**config.mk**
```make
export PLATFORM = sky130hd
export DESIGN_NAME = melody_sequencer
export DESIGN_NICKNAME = d
export VERILOG_FILES = /design/src/rtl/seq_pkg.sv /design/src/rtl/melody_rom.sv /design/src/rtl/melody_sequencer.sv
export SDC_FILE = /design/constraint.sdc
export NUM_CORES = 1
export LEC_CHECK = 0
export CORE_ASPECT_RATIO = 0.9
export CORE_MARGIN = 5
export CORE_UTILIZATION = 50
export CTS_CLUSTER_SIZE = 12
export DETAILED_ROUTE_END_ITERATION = 16
export DONT_BUFFER_PORTS = 1
export GPL_ROUTABILITY_DRIVEN = 0
export GPL_TIMING_DRIVEN = 0
export PLACE_DENSITY = 0.65
export SLEW_MARGIN = 10
export SYNTH_ARGS = -nofsm -noshare
export SYNTH_HDL_FRONTEND = slang
export SYNTH_SLANG_ARGS = --single-unit
```
**constraint.sdc**
```tcl
create_clock -name clk -period 12.5 [get_ports clk]
set_clock_uncertainty 0.1 [all_clocks]
set_input_delay 2.5 -clock clk [delete_from_list [all_inputs] [get_ports clk]]
set_output_delay 2.5 -clock clk [all_outputs]
set_load 0.05 [all_outputs]
```
**src/rtl/seq_pkg.sv**
```systemverilog
// Shared types and constants for the melody sequencer.
// Divider table is computed at elaboration from the clock frequency.
package seq_pkg;

  typedef enum logic [1:0] {
    IDLE,
    PLAY,
    PAUSE
  } state_t;

  localparam int ENTRY_W = 13;
  localparam int CODE_W = 6;
  localparam int NOTE_CODE_MAX = 48;
  localparam logic [21:0] REST_DIV = 22'd1;
  localparam real SEMITONE = 1.0594630943592953;

  // code n -> MIDI 47+n; code 22 is A4 (440 Hz)
  function automatic logic [21:0] note_div(
    input int code,
    input int clk_hz
  );
    real f;
    int d;
    if (code == 0 || code > NOTE_CODE_MAX) return REST_DIV;
    f = 440.0;
    for (int i = 22; i < code; i++) f = f * SEMITONE;
    for (int i = code; i < 22; i++) f = f / SEMITONE;
    d = $rtoi(real'(clk_hz) / (2.0 * f) + 0.5) - 1;
    return d[21:0];
  endfunction

endpackage

```
**src/rtl/melody_rom.sv**
```systemverilog
// Melody ROM: entry = {last, code_r[5:0], code_l[5:0]}.
// Unused addresses hold a silent entry marked last.
module melody_rom
  import seq_pkg::*;
#(
  parameter int ADDR_W = 7
) (
  input  logic [ADDR_W-1:0]  addr,
  output logic [ENTRY_W-1:0] entry
);

  always_comb begin
    entry = {1'b1, 12'd0};
    case (int'(addr))
      0: entry = {1'b0, 6'd22, 6'd13};
      1: entry = {1'b0, 6'd24, 6'd15};
      2: entry = {1'b1, 6'd0, 6'd17};
      3: entry = {1'b0, 6'd25, 6'd20};
      4: entry = {1'b0, 6'd26, 6'd25};
      5: entry = {1'b0, 6'd0, 6'd49};
      6: entry = {1'b0, 6'd48, 6'd1};
      7: entry = {1'b1, 6'd37, 6'd30};
      default: ;
    endcase
  end

endmodule

```
**src/rtl/melody_sequencer.sv**
```systemverilog
// Beat-stepped melody player feeding note_gen dividers.
// Define SEQ_LOOP_EN to restart from entry 0 instead of stopping at the end.
module melody_sequencer
  import seq_pkg::*;
#(
  parameter int CLK_HZ = 100_000_000,
  parameter int BEAT_CYCLES = 12_500_000,
  parameter int ADDR_W = 7
) (
  input  logic              clk,
  input  logic              rst,
  input  logic              play,
  input  logic              pause,
  input  logic              stop,
  input  logic [1:0]        tempo_sel,
  output logic [21:0]       note_div_left,
  output logic [21:0]       note_div_right,
  output logic [ADDR_W-1:0] beat_idx,
  output logic              playing
);

  localparam int CNT_W = $clog2(BEAT_CYCLES + 1);
  localparam logic [CNT_W-1:0] B = CNT_W'(BEAT_CYCLES);

  state_t state_q, state_d;
  logic [ADDR_W-1:0] idx_d;
  logic [CNT_W-1:0] cnt_q, cnt_d;
  logic [CNT_W-1:0] lim_q, lim_d;
  logic [CNT_W-1:0] tempo_lim, cur_lim;
  logic [ENTRY_W-1:0] entry;
  logic last_beat, at_end;
  logic [21:0] div_tab [2**CODE_W];
  logic [21:0] left_d, right_d;

  melody_rom #(.ADDR_W(ADDR_W)) u_rom (
    .addr (beat_idx),
    .entry(entry)
  );

  for (genvar g = 0; g < 2**CODE_W; g++) begin : g_div
    localparam logic [21:0] DIV = note_div(g, CLK_HZ);
    assign div_tab[g] = DIV;
  end

  always_comb begin
    tempo_lim = B;
    unique case (tempo_sel)
      2'd0: tempo_lim = B;
      2'd1: tempo_lim = B - (B >> 2);
      2'd2: tempo_lim = B >> 1;
      2'd3: tempo_lim = B >> 2;
    endcase
  end

  // limit is sampled only at the first cycle of a beat
  assign cur_lim = (cnt_q == '0) ? tempo_lim : lim_q;
  assign last_beat = (cnt_q == cur_lim - 1'b1);
  assign at_end = entry[12] || (beat_idx == '1);

  always_comb begin
    state_d = state_q;
    idx_d = beat_idx;
    cnt_d = cnt_q;
    lim_d = lim_q;
    unique case (state_q)
      IDLE: begin
        if (!stop && play) begin
          state_d = PLAY;
          idx_d = '0;
          cnt_d = '0;
        end
      end
      PLAY: begin
        lim_d = cur_lim;
        if (stop) begin
          state_d = IDLE;
          idx_d = '0;
          cnt_d = '0;
        end else if (pause) begin
          state_d = PAUSE;
        end else if (last_beat) begin
          cnt_d = '0;
          if (at_end) begin
            idx_d = '0;
`ifdef SEQ_LOOP_EN
            state_d = PLAY;
`else
            state_d = IDLE;
`endif
          end else begin
            idx_d = beat_idx + 1'b1;
          end
        end else begin
          cnt_d = cnt_q + 1'b1;
        end
      end
      PAUSE: begin
        if (stop) begin
          state_d = IDLE;
          idx_d = '0;
          cnt_d = '0;
        end else if (play) begin
          state_d = PLAY;
        end
      end
      default: begin
        state_d = IDLE;
        idx_d = '0;
        cnt_d = '0;
      end
    endcase
  end

  always_comb begin
    left_d = REST_DIV;
    right_d = REST_DIV;
    if (state_q == PLAY) begin
      left_d = div_tab[entry[5:0]];
      right_d = div_tab[entry[11:6]];
    end
  end

  always_ff @(posedge clk or posedge rst) begin
    if (rst) begin
      state_q <= IDLE;
      beat_idx <= '0;
      cnt_q <= '0;
      lim_q <= B;
      note_div_left <= REST_DIV;
      note_div_right <= REST_DIV;
    end else begin
      state_q <= state_d;
      beat_idx <= idx_d;
      cnt_q <= cnt_d;
      lim_q <= lim_d;
      note_div_left <= left_d;
      note_div_right <= right_d;
    end
  end

  assign playing = (state_q == PLAY);

endmodule

```
# Yosys cells after proc, flatten, opt, wreduce, memory -nomap -nowiden
# Memory sizes are Yosys's and may differ from the RTL's.
# Cells that the tools add are included.
[totals] mem_count=2 output_inout_bits=52 word_cells=76 regBits=101 mem_bits_ro=2816
[memory_table] memory="(no name shown)" depth=64 word_bits=22 rd=1 rd_clocked_by_memory_dff=0 wr=0 line_no="melody_sequencer.sv:119" source="right_d = div_tab[entry[11:6]];"
[memory_table] memory="(no name shown)" depth=64 word_bits=22 rd=1 rd_clocked_by_memory_dff=0 wr=0 line_no="melody_sequencer.sv:118" source="left_d = div_tab[entry[5:0]];"
[classes] n_reduce_logical=10 mux=30 n_eq_ne=21 n_lt_le_gt_ge=2 add_sub_neg=3 n_bitwise=2
[ops] op="2-to-1 mux 24 bit" n=6
[ops] op="2-to-1 mux 22 bit" n=6
[ops] op="case mux 13 bit (8 select lines)" n=1
[ops] op="case mux 24 bit (4 select lines)" n=1
[ops] op="case mux 24 bit (3 select lines)" n=1
[ops] op="2-to-1 mux 7 bit" n=6
[ops] op="equality test 7 x 3 -> 1 bit, second input constant" n=4
[ops] op="adder 24 x 1 -> 24 bit, second input constant" n=1
[ops] op="equality test 24 bit" n=1
[ops] op="zero test 24 bit" n=1
[ops] op="subtractor 24 x 1 -> 24 bit, second input constant" n=1
[ops] op="case mux 7 bit (3 select lines)" n=1
[ops] op="equality test 7 x 2 -> 1 bit, second input constant" n=2
[ops] op=">= comparator 7 bit, second input constant" n=2
[ops] op="2-to-1 mux 2 bit" n=7
[ops] op="inverter 6 -> 7 bit" n=2
[ops] op="inequality test 4 x 3 -> 1 bit, second input constant" n=2
[ops] op="AND reduction 4 bit" n=2
[ops] op="adder 7 x 1 -> 7 bit, second input constant" n=1
[ops] op="equality test 7 x 1 -> 1 bit, second input constant" n=1
[ops] op="equality test 7 bit, second input constant" n=1
[ops] op="zero test 7 bit" n=1
[ops] op="equality test 2 bit, second input constant" n=3
[ops] op="inequality test 3 bit, second input constant" n=2
[ops] op="other kinds (9)" n=12

# Longest topological paths before layout
# Gate-level depths: netlist of the first run.
[depth] depth_word=9 depth_mapped=21 depth_no_buf=17

# By module
# Synthesis of the first run repeated with hierarchy kept, for this count alone.
[hier_totals] cells_unflattened=1058 hier_area_um2=7988.9
[by_module_without_submodules] module="melody_sequencer" area_each_um2=7778.7 instances=1 cells_each=1027 seq_area_each_um2=2394.8
[by_module_without_submodules] module="melody_rom" area_each_um2=210.2 instances=1 cells_each=31 seq_area_each_um2=0.0

# Worst setup path before layout of the first run
# Ideal clock, no wire load.
[synth_timing] path_kind="input to register" from="input tempo_sel[0]" to="register beat_idx[6]" setup_ns=0.075 required_ns=12.325 cell_stages=13 path_slack_ns=7.117 arrival_ns=5.208 path_buffers=1 path_cell_list="inv_1 ha_1 nor4_1 xnor2_1 nor4_1 a31oi_1 a2111oi_0 o2111ai_1 or4_4 a21oi_4 buf_6 a21oi_1 a21oi_2"
[synth_between] elab_chain_len=7 elab_cells_between_ends=10
[synth_lines] element="start, declared" line_no="melody_sequencer.sv:15" source="input logic [1:0] tempo_sel,"
[synth_lines] element="equality test 2 bit, or another cell as far along" line_no="melody_sequencer.sv:47" source="unique case (tempo_sel)"
[synth_lines] element="case mux 24 bit (4 select lines) *" line_no="melody_sequencer.sv:47"
[synth_lines] element="2-to-1 mux 24 bit *" line_no="melody_sequencer.sv:56" source="assign cur_lim = (cnt_q == '0) ? tempo_lim : lim_q;"
[synth_lines] element="subtractor 24 x 1 -> 24 bit *" line_no="melody_sequencer.sv:57" source="assign last_beat = (cnt_q == cur_lim - 1'b1);"
[synth_lines] element="equality test 24 bit *" line_no="melody_sequencer.sv:57"
[synth_lines] element="inequality test 3 x 2 -> 1 bit (no source line) *"
[synth_lines] element="AND reduction 4 bit (no source line) *"
[synth_lines] element="end signal, assigned" line_no="melody_sequencer.sv:133" source="beat_idx <= idx_d;"
[synth_lines] element="end, declared" line_no="melody_sequencer.sv:18" source="output logic [ADDR_W-1:0] beat_idx,"
# Mark *: on every way between the ends. The rest lies on a longest branch, timed or not. The select of a mux whose other input is x is not followed.
# A chain may end at the register's enable or synchronous reset.

# Worst setup path in the final report of the first run
# Same ends and word-level chain as after synthesis.

==> reports/results.md, run 1 <==
| Result | Reported | Unit |
|---|---|---|
| Status | finished clean | - |
| # hold bufs at CTS | 0 | - |
| Post-Synth Simple-Gate Area | 23.8 | % |
| Post-route DRC violation count | 0 | - |
| Power density cells | 136 | nW/µm² |
| Core Box Area | 13200 | µm² |
| Flop and latch count out of synthesis | 95 | - |
| Most common cell in the netlist | sky130_fd_sc_hd__nand2_1 | - |
| Post-layout minimum cycle time | 5.82 | ns |
| Post-cts repair resize count | 0 | - |
| Startpoint kind of the worst setup timing path | primary input | - |
| Number of enable-type register cells in the synthesized netlist | 0 | - |
| Horizontal die dimension | 132 | µm |
| Arrival time reported for the critical path endpoint | 5.99 | ns |
| Num Clock Sinks | 95 | - |
| Proportion of register bits with asynchronous set or reset after synthesis | 100 | % |
| Post-Route WL | 18.5 | mm |
| Setup repair after global routing missed its margin | no | - |
| Via count normalized by instance count | 6.20 | - |
| Top flip-flop cell by instance count after synthesis | sky130_fd_sc_hd__dfrtp_1 | - |
| Htree depth | 3 | - |
| Antenna viol nets, final | 0 | - |
| Setup Fix Bufs, Post-CTS | 0 | - |
| DIE HEIGHT | 119 | µm |
| Overall Global Routing Usage | 23.4 | % |
| Antenna diode instance count | 0 | - |
| Total Nets Final | 874 | - |
| Largest net degree at the start of global routing | 67 | - |
| TritonCTS clock tree | built | - |
| Met3 track demand over resource in global routing | 6.12 | % |
| Cell area after synthesis | 6660 | µm² |
| Vias after detailed routing | 6271 | - |
| Worst vdd rail ir drop | 95.0 | µV |
| Number of CTS-inserted buffers | 9 | - |
| Worst-skew pair later-pin latency | 0.35 | ns |
| Cell at the root of the clock tree | sky130_fd_sc_hd__clkbuf_16 | - |
| Wire length of the first global-routing pass | 30.5 | mm |
| Count of placed standard cells including taps | 996 | - |
| Router iterations before antenna repair | 5 | - |
| Post-synthesis sequential area ratio | 36.0 | % |
| Hold Path Class | reg -> reg | - |
| Largest family of logic cells by synthesized area | simple AND/OR/NAND/NOR gates | - |
| Critical path class | in -> reg | - |
| Antenna violations before repair | 0 | - |
| Maximum frequency from static timing analysis | 172 | MHz |
| Maximum fanout along the worst path | 10 | - |
| Worst slew pin tran | 1.12 | ns |
| Post-Synthesis Cells | 821 | - |
| Proportion of netlist area held by the largest area contributor | 30.4 | % |
| Proportion of layout cells with a drive suffix above 1 | 6.28 | % |
| Mean cell area of the mapped netlist | 8.11 | µm² |
| Vias in the first global route | 5953 | - |
| Count of input and output buffers | 0 | - |
| Required time worst endpoint | 12.68 | ns |
| Remaining Overflow, GRT | 0 | - |
| DP HPWL | 13.3 | mm |
| Leakage | 3.02 | nW |
| Clk pin slew, worst setup/hold paths | 0.07 | ns |
| Met2 Use GR | 33.2 | % |
| Element type at the critical path end | register | - |
| Distinct cell type count of the synthesized netlist | 76 | - |
| Met1 usage in global routing | 34.8 | % |
| Initial standard-cell utilization of the core | 50.4 | % |
| Synth area leaders | sky130_fd_sc_hd__dfrtp_1 30%, sky130_fd_sc_hd__a21oi_1 6.0%, sky130_fd_sc_hd__dfstp_2 5.5%, sky130_fd_sc_hd__ha_1 5.3%, sky130_fd_sc_hd__nand2_1 4.9% | - |
| Compound-gate portion of the synthesized area | 22.3 | % |
| Post-Synth XOR/XNOR Area | 6.58 | % |
| Filler instances | 1252 | - |
| Slew Limit Headroom | 24.8 | % |
| Final hold slack | 0.413 | ns |
| Layout overhead on the synthesized area | 7.95 | % |
| Total number of yosys warnings | 0 | - |
| Share of the clock period used by the worst path | 46.5 | % |
| Post-synthesis cell type with the largest combined area | sky130_fd_sc_hd__dfrtp_1 | - |
| Reg2Reg Setup Slack | 6.81 | ns |
| Post-detailed-route wirelength per cell | 18.3 | µm |
| Adder-Cell Fraction of Synth Area | 5.26 | % |
| Area of the die | 15700 | µm² |
| Row count | 40 | - |
| Max Transition Viols Final | 0 | - |
| Final setup violation count | 0 | - |
| Detailed Route Iter0 Violations | 914 | - |
| Number of failing hold endpoints at the final stage | 0 | - |
| Leading post-synthesis cells by instance count | 87 x sky130_fd_sc_hd__nand2_1, 85 x sky130_fd_sc_hd__nor2_1, 81 x sky130_fd_sc_hd__dfrtp_1 | - |
| Boundary pin count | 59 | - |
| Busiest layer in global routing | met1 | - |
| Number of max-capacitance violations reported | 0 | - |
| Non-filler instance count after layout | 1012 | - |
| Clock tree buffer depth | 2 | - |
| Portion of netlist area occupied by mux cells | 0.601 | % |
| Summed negative setup slack over all endpoints | 0 | ns |
sequential cells by signal, summed over array words and instances (netlist names):
name	cells
cnt_q	24
lim_q	24
note_div_left	19
note_div_right	19
beat_idx	7
state_q	2
worst max-delay path, cell delays in order:
cell                        delay [ns]
sky130_fd_sc_hd__inv_1            0.03
sky130_fd_sc_hd__ha_1             0.40
sky130_fd_sc_hd__nor4_1           0.53
sky130_fd_sc_hd__xnor2_1          0.15
sky130_fd_sc_hd__nor4_1           0.29
sky130_fd_sc_hd__a31oi_1          0.08
sky130_fd_sc_hd__a2111oi_0        0.53
sky130_fd_sc_hd__o2111ai_1        0.23
sky130_fd_sc_hd__or4_4            0.57
sky130_fd_sc_hd__a21oi_4          0.27
sky130_fd_sc_hd__buf_6            0.18
sky130_fd_sc_hd__a21oi_1          0.08
sky130_fd_sc_hd__a21oi_2          0.13
kinds of logic after synthesis:
group | count (synthesis)
other cells | 1
mux | 4
flops | 95
compound gates | 239
fa+ha+maj | 28
buf+inv | 84
xor+xnor | 50
simple gates | 320
path summary, 6_finish.rpt:
path,from,end,cells past startpoint
worst max-delay path,tempo_sel[0],beat_idx[6],13
worst min-delay path,lim_q[5],lim_q[5],2
worst max register to register,cnt_q[3],beat_idx[6],19
worst min register to register,lim_q[5],lim_q[5],2
max in group asynchronous,rst,lim_q[18],2
min in group asynchronous,rst,note_div_right[17],1
per-layer routing:
| metal | vias to the layer above | share of wire [%] |
|---|---|---|
| met1 | 2992 | 47 |
| met5 | - | 0 |
| met3 | 26 | 8.4 |
| met2 | 288 | 43 |
| met4 | 0 | 1.6 |
| li1 | 2965 | - |
placed cells by master, fill, tap and decap left out, types with 5 or more instances in the layout:
master                      Yosys  layout
sky130_fd_sc_hd__dfstp_2       14      14
sky130_fd_sc_hd__nand4_1        8       8
sky130_fd_sc_hd__xor2_1        30      30
sky130_fd_sc_hd__or3_1         10      10
sky130_fd_sc_hd__clkbuf_1      44      46
sky130_fd_sc_hd__nor2_1        85      85
sky130_fd_sc_hd__nand2b_1      19      19
sky130_fd_sc_hd__o211ai_1      15      15
sky130_fd_sc_hd__a221oi_1       5       5
sky130_fd_sc_hd__buf_2          5       5
sky130_fd_sc_hd__nor4_1        11      11
sky130_fd_sc_hd__ha_1          28      28
sky130_fd_sc_hd__nand2_1       87      87
sky130_fd_sc_hd__nand3_1       34      34
sky130_fd_sc_hd__and4_1         5       5
sky130_fd_sc_hd__nor3b_1        5       5
sky130_fd_sc_hd__o21bai_1       5       5
sky130_fd_sc_hd__clkbuf_16      0       9
sky130_fd_sc_hd__inv_1         21      20
sky130_fd_sc_hd__a21oi_1       80      80
sky130_fd_sc_hd__a31oi_1       14      14
sky130_fd_sc_hd__a211oi_1       9       9
sky130_fd_sc_hd__conb_1         1       7
sky130_fd_sc_hd__and3_1         5       5
sky130_fd_sc_hd__nor3_1        19      19
sky130_fd_sc_hd__buf_4          6       6
sky130_fd_sc_hd__o22ai_1        5       5
sky130_fd_sc_hd__dfrtp_1       81      81
sky130_fd_sc_hd__and2_1         9       9
sky130_fd_sc_hd__o21ai_0       58      58
sky130_fd_sc_hd__xnor2_1       20      20
per-stage QoR:
step | setup WS [ns] | cell area (µm²) | utilization (%) | total power [mW]
after floorplan | 7.12 | 6680 | - | 0.644
after global placement | 6.43 | 6890 | 52.2 | 0.712
after detailed placement | 6.42 | 6920 | 52.4 | 0.718
after CTS | 6.77 | 7190 | 54.4 | 0.978
after global routing | 6.43 | 7190 | 54.4 | 1.03
final | 6.68 | 7190 | 54.4 | 0.978
where the power goes:
part | switching, mW | total, mW | internal (mW) | leakage [nW]
Sequential | 0.0826 | 0.425 | 0.343 | 1.25
Combinational | 0.196 | 0.297 | 0.101 | 1.64
Clock | 0.121 | 0.256 | 0.135 | 0.126
Total | 0.399 | 0.978 | 0.579 | 3.02
final cells by class:
class	count	area, µm²	share of cell area [%]
Inverter	25	96.3	1.34
Multi-Input combinational cell	648	3930	54.6
Clock buffer	11	233	3.24
Buffer	59	265	3.69
Tap cell	168	210	2.92
Clock inverter	5	33.8	0.470
Sequential cell	95	2390	33.3
Timing Repair Buffer	1	27.5	0.383
Power figures use the tool's default switching activity.
==> run 2: changes to the inputs <==
Settings changed: PLACE_DENSITY 0.65 to 0.68.
Clock period 12.5 ns to 4.8 ns, I/O delays scaled along.
==> reports/results.md, run 2 (synthesis gave the netlist of run 1 again) <==
| Result | Reported | Unit | Delta |
|---|---|---|---|
| Element type at the critical path end | register | - |  |
| Leakage | 3.10 | nW | +2.7% |
| Initial standard-cell utilization of the core | 50.4 | % | unchanged |
| Slew Limit Headroom | 24.2 | % | -0.59 points |
| Largest net degree at the start of global routing | 68 | - | +1.5% |
| Num Clock Sinks | 95 | - | unchanged |
| TritonCTS clock tree | built | - |  |
| Antenna viol nets, final | 0 | - | unchanged |
| Sequential group share of total power | 42.9 | % | -0.6 points |
| Critical-path cell list | inv_2 -> ha_1 -> nor4b_4 -> and4_1 -> buf_6 -> nand2_2 -> buf_6 -> nand2_1 -> ha_2 -> nor3b_4 -> nand4_2 -> or4b_4 -> o211a_1 -> o31ai_2 -> o2111ai_1 -> or4_4 -> a21oi_4 -> buf_6 -> a21oi_1 -> a21oi_2 | - |  |
| Clock tree buffer depth | 2 | - | unchanged |
| Launching instance or port of the critical path | cnt_q[1] | - |  |
| Registers with the most flip-flops | cnt_q (24), lim_q (24) | - |  |
| Arrival time reported for the critical path endpoint | 4.76 | ns | -1.23 ns |
| Worst vdd rail ir drop | 171 | µV | +80% |
| Overall Global Routing Usage | 23.7 | % | +0.25 points |
| Post-detailed-route wirelength per cell | 18.5 | µm | +1.3% |
| Wire length of the first global-routing pass | 30.8 | mm | +1.2% |
| Cell at the root of the clock tree | sky130_fd_sc_hd__clkbuf_16 | - |  |
| DP HPWL | 13.1 | mm | -1.2% |
| Number of max-capacitance violations reported | 0 | - | unchanged |
| Area of the die | 15700 | µm² | unchanged |
| Share of the clock period used by the worst path | 95.4 | % |  |
| Clk pin slew, worst setup/hold paths | 0.07 | ns | about the same |
| Antenna diode instance count | 0 | - | unchanged |
| Proportion of layout cells with a drive suffix above 1 | 8.95 | % | +2.7 points |
| Hold Path Class | in -> async | - |  |
| Maximum frequency from static timing analysis | 218 | MHz |  |
| Remaining Overflow, GRT | 0 | - | unchanged |
| Vias in the first global route | 5897 | - | -0.94% |
| Slowest stage cell on the critical path | sky130_fd_sc_hd__or4_4 | - |  |
| Via count normalized by instance count | 6.36 | - | +2.6% |
| Horizontal die dimension | 132 | µm | unchanged |
| Detailed Route Iter0 Violations | 1041 | - | +14% |
| Switching share of power | 40.4 | % | -0.47 points |
| Required time worst endpoint | 4.98 | ns | -7.70 ns |
| Post-layout minimum cycle time | 4.58 | ns |  |
| Startpoint kind of the worst setup timing path | register | - |  |
| Boundary pin count | 59 | - | unchanged |
| Buf/Inv on CP | 4 | - | +2 |
| Internal power summed over all cells | 1.54 | mW | +170% |
| Worst-skew pair later-pin latency | 0.36 | ns | about the same |
| Htree depth | 3 | - | unchanged |
| Router iterations before antenna repair | 8 | - | +3 |
| Commonest non-fill, non-tap cell in the layout | sky130_fd_sc_hd__nand2_1 | - |  |
| Worst slew pin tran | 1.13 | ns | +0.00870 ns |
| Antenna violations before repair | 0 | - | unchanged |
| Post-Route WL | 18.8 | mm | +1.8% |
| Non-filler instance count after layout | 1017 | - | +0.49% |
| Maximum fanout along the worst path | 8 | - | -2 |
| DIE HEIGHT | 119 | µm | unchanged |
| Reg-to-reg startpoint | cnt_q[1] | - |  |
| Vias after detailed routing | 6466 | - | +3.1% |
| Tot Pwr | 2.58 | mW | +160% |
| CP peak stage delay | 0.60 | ns | +0.03 ns |
| Number of failing hold endpoints at the final stage | 0 | - | unchanged |
| Family with the most delay on the worst path | simple AND/OR/NAND/NOR gates | - |  |
| Critical Path Most Common Cell | sky130_fd_sc_hd__buf_6 | - |  |
| Part of the total power dissipated in combinational logic | 31.1 | % | +0.7 points |
| Number of CTS-inserted buffers | 9 | - | unchanged |
| Summed negative setup slack over all endpoints | 0 | ns | unchanged |
| Final setup violation count | 0 | - | unchanged |
| Core Box Area | 13200 | µm² | unchanged |
| Switch Pwr | 1.04 | mW | +160% |
| Count of placed standard cells including taps | 996 | - | unchanged |
| Critical path class | reg -> reg | - |  |
| Post-route DRC violation count | 0 | - | unchanged |
| Max Transition Viols Final | 0 | - | unchanged |
| Layout overhead on the synthesized area | 10.4 | % |  |
| Power density cells | 351 | nW/µm² | +160% |
| Total Nets Final | 879 | - | +0.57% |
| Most frequent cells in the layout | 86 x sky130_fd_sc_hd__nand2_1, 85 x sky130_fd_sc_hd__nor2_1, 80 x sky130_fd_sc_hd__a21oi_1, 79 x sky130_fd_sc_hd__dfrtp_1, 57 x sky130_fd_sc_hd__o21ai_0 | - |  |
| Row count | 40 | - | unchanged |
| Count of input and output buffers | 0 | - | unchanged |
| Clock share of power | 26.1 | % | about the same |
| Status | finished clean | - |  |
| Setup repair after global routing missed its margin | no | - |  |
==> run 2: power groups by stage <==
| stage | Combinational [mW] | Sequential [mW] | Clock (mW) |
|---|---|---|---|
| floorplan | 0.579 | 1.10 | 0 |
| global placement | 0.728 | 1.12 | 0 |
| detailed placement | 0.746 | 1.12 | 0 |
| CTS | 0.756 | 1.11 | 0.693 |
| global route | 0.877 | 1.12 | 0.727 |
| finish | 0.802 | 1.11 | 0.673 |
==> run 2: path summary, 6_finish.rpt <==
path | end | slack (ns) | depth (start not counted)
max | beat_idx[6] | 0.22 | 20
min | note_div_right[17] | 0.37 | 1
max reg2reg | beat_idx[6] | 0.22 | 20
min reg2reg | lim_q[5] | 0.40 | 2
max in group asynchronous | note_div_right[0] | 3.52 | 2
min in group clk | lim_q[5] | 0.40 | 2
==> run 2: metrics by stage <==
stage | hold WS (ns) | cell area [µm²] | util (%) | setup slack, ns
2_1_floorplan | 0.374 | 6680 | - | 0.495
4_1_cts | 0.369 | 7220 | 54.6 | 0.00488
5_1_grt | 0.389 | 7350 | 55.7 | 0.00588
3_5_place_dp | 0.395 | 6920 | 52.4 | -0.616
3_3_place_gp | 0.397 | 6890 | 52.2 | -0.533
6_report | 0.366 | 7350 | 55.7 | 0.219
==> run 2: what timing repair did <==
item                                    4_1_cts  5_1_grt
buffers inserted                              1        6
hold buffers                                  0        0
cloned                                        0        1
pin swaps                                     2        7
resized for setup                             7       28
endpoints found under the setup margin       32       32
==> run 2: cell type report <==
class,instances,area (µm²)
buffer,56,277
sequential,95,2400
tap,168,210
multi-input combinational,648,4010
inverter,25,96.3
clock inverter,2,17.5
clock buffer,14,254
timing repair buffer,9,87.6
fill,1189,5860
==> run 2: routing by layer <==
layer	vias to the layer above	global-route usage, %	share of wire (%)
li1	2969	-	-
met1	3040	35.2	45
met2	406	33.4	42
met3	51	6.55	11
met4	0	6.94	2.0
met5	-	0	0
==> run 3: changes to the inputs <==
Settings changed: CORE_UTILIZATION 50 to 25, CTS_BUF_LIST set to sky130_fd_sc_hd__clkbuf_2 sky130_fd_sc_hd__clkbuf_4 sky130_fd_sc_hd__clkbuf_8, PLACE_DENSITY 0.68 to 0.4, RECOVER_POWER set to 100.
==> reports/results.md, run 3 (synthesis gave the netlist of run 1 again) <==
| Result | Reported | Unit | Delta |
|---|---|---|---|
| Status | finished with violations | - |  |
| Violations in the final reports | max-capacitance violations, max-slew violations | - |  |
| Total Nets Final | 878 | - | -0.11% |
| Clock tree buffer depth | 2 | - | unchanged |
| Remaining Overflow, GRT | 0 | - | unchanged |
| Max Transition Viols Final | 63 | - | +63 |
| Critical-path cell list | nor4_4 -> and4_1 -> clkbuf_4 -> nand2_4 -> nand2_1 -> ha_1 -> nor3b_2 -> nand4_2 -> or4b_1 -> o211a_1 -> o31ai_1 -> o2111ai_1 -> or4_4 -> a21oi_4 -> buf_6 -> a21oi_1 -> a21oi_2 | - |  |
| Worst slew pin tran | 1.64 | ns | +0.509 ns |
| Number of CTS-inserted buffers | 9 | - | unchanged |
| Maximum fanout along the worst path | 11 | - | +3 |
| Most frequent cells in the layout | 86 x sky130_fd_sc_hd__nand2_1, 85 x sky130_fd_sc_hd__nor2_1, 80 x sky130_fd_sc_hd__a21oi_1, 80 x sky130_fd_sc_hd__dfrtp_1, 59 x sky130_fd_sc_hd__o21ai_0 | - |  |
| Largest net degree at the start of global routing | 63 | - | -7.4% |
| Registers with the most flip-flops | cnt_q (24), lim_q (24) | - |  |
| Horizontal die dimension | 182 | µm | +38% |
| Cell at the root of the clock tree | sky130_fd_sc_hd__clkbuf_8 | - |  |
| Worst-skew pair later-pin latency | 0.39 | ns | +0.03 ns |
| Maximum frequency from static timing analysis | 220 | MHz | +0.72% |
| Share of the clock period used by the worst path | 94.8 | % | -0.68 points |
| Core Box Area | 26100 | µm² | +98% |
| Number of max-capacitance violations reported | 2 | - | +2 |
| Internal power summed over all cells | 1.36 | mW | -11% |
| Post-route DRC violation count | 0 | - | unchanged |
| Boundary pin count | 59 | - | unchanged |
| Post-layout minimum cycle time | 4.55 | ns | -0.0327 ns |
| Antenna viol nets, final | 0 | - | unchanged |
| # hold bufs at CTS | 0 | - | unchanged |
| Count of input and output buffers | 0 | - | unchanged |
| Final hold slack | 0.411 | ns | +0.0453 ns |
| Slowest stage cell on the critical path | sky130_fd_sc_hd__or4_4 | - |  |
| Switching share of power | 44.0 | % | +3.6 points |
| Antenna diode instance count | 0 | - | unchanged |
| Via count normalized by instance count | 5.13 | - | -19% |
| Post-Route WL | 21.7 | mm | +15% |
| Switch Pwr | 1.07 | mW | +2.6% |
| Router iterations before antenna repair | 5 | - | -3 |
| Detailed Route Iter0 Violations | 475 | - | -54% |
| Layout overhead on the synthesized area | 11.5 | % |  |
| Tot Pwr | 2.43 | mW | -5.8% |
| Worst vdd rail ir drop | 139 | µV | -19% |
| Vias in the first global route | 5793 | - | -1.8% |
| Startpoint kind of the worst setup timing path | register | - |  |
| Antenna violations before repair | 0 | - | unchanged |
| Setup repair after global routing missed its margin | no | - |  |
| Non-filler instance count after layout | 1196 | - | +18% |
| Count of placed standard cells including taps | 1176 | - | +18% |
| Wire length of the first global-routing pass | 34.4 | mm | +12% |
| Overall Global Routing Usage | 14.4 | % | -9.3 points |
| Summed negative setup slack over all endpoints | 0 | ns | unchanged |
| Area of the die | 30000 | µm² | +91% |
| Final setup violation count | 0 | - | unchanged |
| Vias after detailed routing | 6137 | - | -5.1% |
| Number of failing hold endpoints at the final stage | 0 | - | unchanged |
| Initial standard-cell utilization of the core | 25.5 | % | -25 points |
| Num Clock Sinks | 95 | - | unchanged |
| Power density cells | 328 | nW/µm² | -6.7% |
| Leakage | 3.03 | nW | -2.2% |
| Commonest non-fill, non-tap cell in the layout | sky130_fd_sc_hd__nand2_1 | - |  |
| Buf/Inv on CP | 2 | - | -2 |
| DP HPWL | 15.6 | mm | +19% |
| DIE HEIGHT | 165 | µm | +38% |
| Htree depth | 3 | - | unchanged |
| Clk pin slew, worst setup/hold paths | 0.11 | ns | +0.04 ns |
| Arrival time reported for the critical path endpoint | 4.76 | ns | about the same |
| TritonCTS clock tree | built | - |  |
| Hold Path Class | reg -> reg | - |  |
| Family with the most delay on the worst path | simple AND/OR/NAND/NOR gates | - |  |
| Proportion of layout cells with a drive suffix above 1 | 8.14 | % | -0.81 points |
| Critical path class | reg -> reg | - |  |
| Row count | 56 | - | +40% |
| Clock share of power | 21.7 | % | -4.4 points |
| Element type at the critical path end | register | - |  |
| Part of the total power dissipated in combinational logic | 32.9 | % | +1.8 points |
| Post-detailed-route wirelength per cell | 18.1 | µm | -2.1% |
| Sequential group share of total power | 45.4 | % | +2.5 points |
| Required time worst endpoint | 5.01 | ns | +0.03 ns |
| CP peak stage delay | 0.59 | ns | about the same |
| Slew Limit Headroom | -9.03 | % | -33 points |
==> run 3: path summary, 6_finish.rpt <==
kind	cells past startpoint	start	endpoint	slack, ns
max	17	cnt_q[16]	beat_idx[6]	0.25
min	2	lim_q[5]	lim_q[5]	0.41
max reg2reg	17	cnt_q[16]	beat_idx[6]	0.25
min reg2reg	2	lim_q[5]	lim_q[5]	0.41
max in group asynchronous	2	rst	cnt_q[0]	1.62
min in group asynchronous	1	rst	note_div_right[17]	0.68
==> run 3: area by class of cell <==
cell class              count  area [µm²]
repair buffers              8        57.6
well taps                 348         435
flip-flops and latches     95        2400
clock buffers              10         138
plain buffers              56         265
multi-input cells         648        4000
fillers                  2809       18700
inverters                  25        95.1
clock inverters             6        43.8
==> run 3: worst register-to-register path, cell delays in order (launching register included) <==
cell and delay [ns]:
sky130_fd_sc_hd__dfrtp_1 0.54, sky130_fd_sc_hd__nor4_4 0.40, sky130_fd_sc_hd__and4_1 0.24, sky130_fd_sc_hd__clkbuf_4 0.20, sky130_fd_sc_hd__nand2_4 0.13, sky130_fd_sc_hd__nand2_1 0.10, sky130_fd_sc_hd__ha_1 0.17, sky130_fd_sc_hd__nor3b_2 0.18
sky130_fd_sc_hd__nand4_2 0.16, sky130_fd_sc_hd__or4b_1 0.51, sky130_fd_sc_hd__o211a_1 0.12, sky130_fd_sc_hd__o31ai_1 0.23, sky130_fd_sc_hd__o2111ai_1 0.17, sky130_fd_sc_hd__or4_4 0.59, sky130_fd_sc_hd__a21oi_4 0.27, sky130_fd_sc_hd__buf_6 0.18
sky130_fd_sc_hd__a21oi_1 0.08, sky130_fd_sc_hd__a21oi_2 0.12
==> run 3: repair_timing <==
item                                    4_1_cts  5_1_grt
pin swaps                                     2        5
endpoints found under the setup margin       32       30
gates resized for setup                      10        8
setup buffers                                 2        5
==> run 3: per-stage QoR <==
step | util, % | worst slack, ns | area (µm²)
2_1_floorplan | - | 0.495 | 6680
3_3_place_gp | 27.2 | -0.835 | 7120
3_5_place_dp | 27.4 | -0.844 | 7150
4_1_cts | 28.2 | 0.0134 | 7380
5_1_grt | 28.4 | 0.00419 | 7430
6_report | 28.4 | 0.252 | 7430
==> run 3: metal layers <==
| layer | up-vias | wire length, µm | track usage, % |
|---|---|---|---|
| li1 | 2978 | - | - |
| met1 | 2960 | 10900 | 21.7 |
| met2 | 187 | 9040 | 20.9 |
| met3 | 12 | 1510 | 2.93 |
| met4 | 0 | 222 | 3.48 |
| met5 | - | 0 | 0 |
==> run 3: power by group through the flow <==
stage               clock [mW]  sequential [mW]  combinational, mW
finish                   0.529             1.11              0.800
floorplan                    0             1.10              0.579
detailed placement           0             1.12              0.778
global placement             0             1.13              0.786
CTS                      0.569             1.11              0.785
global route             0.600             1.12              0.891
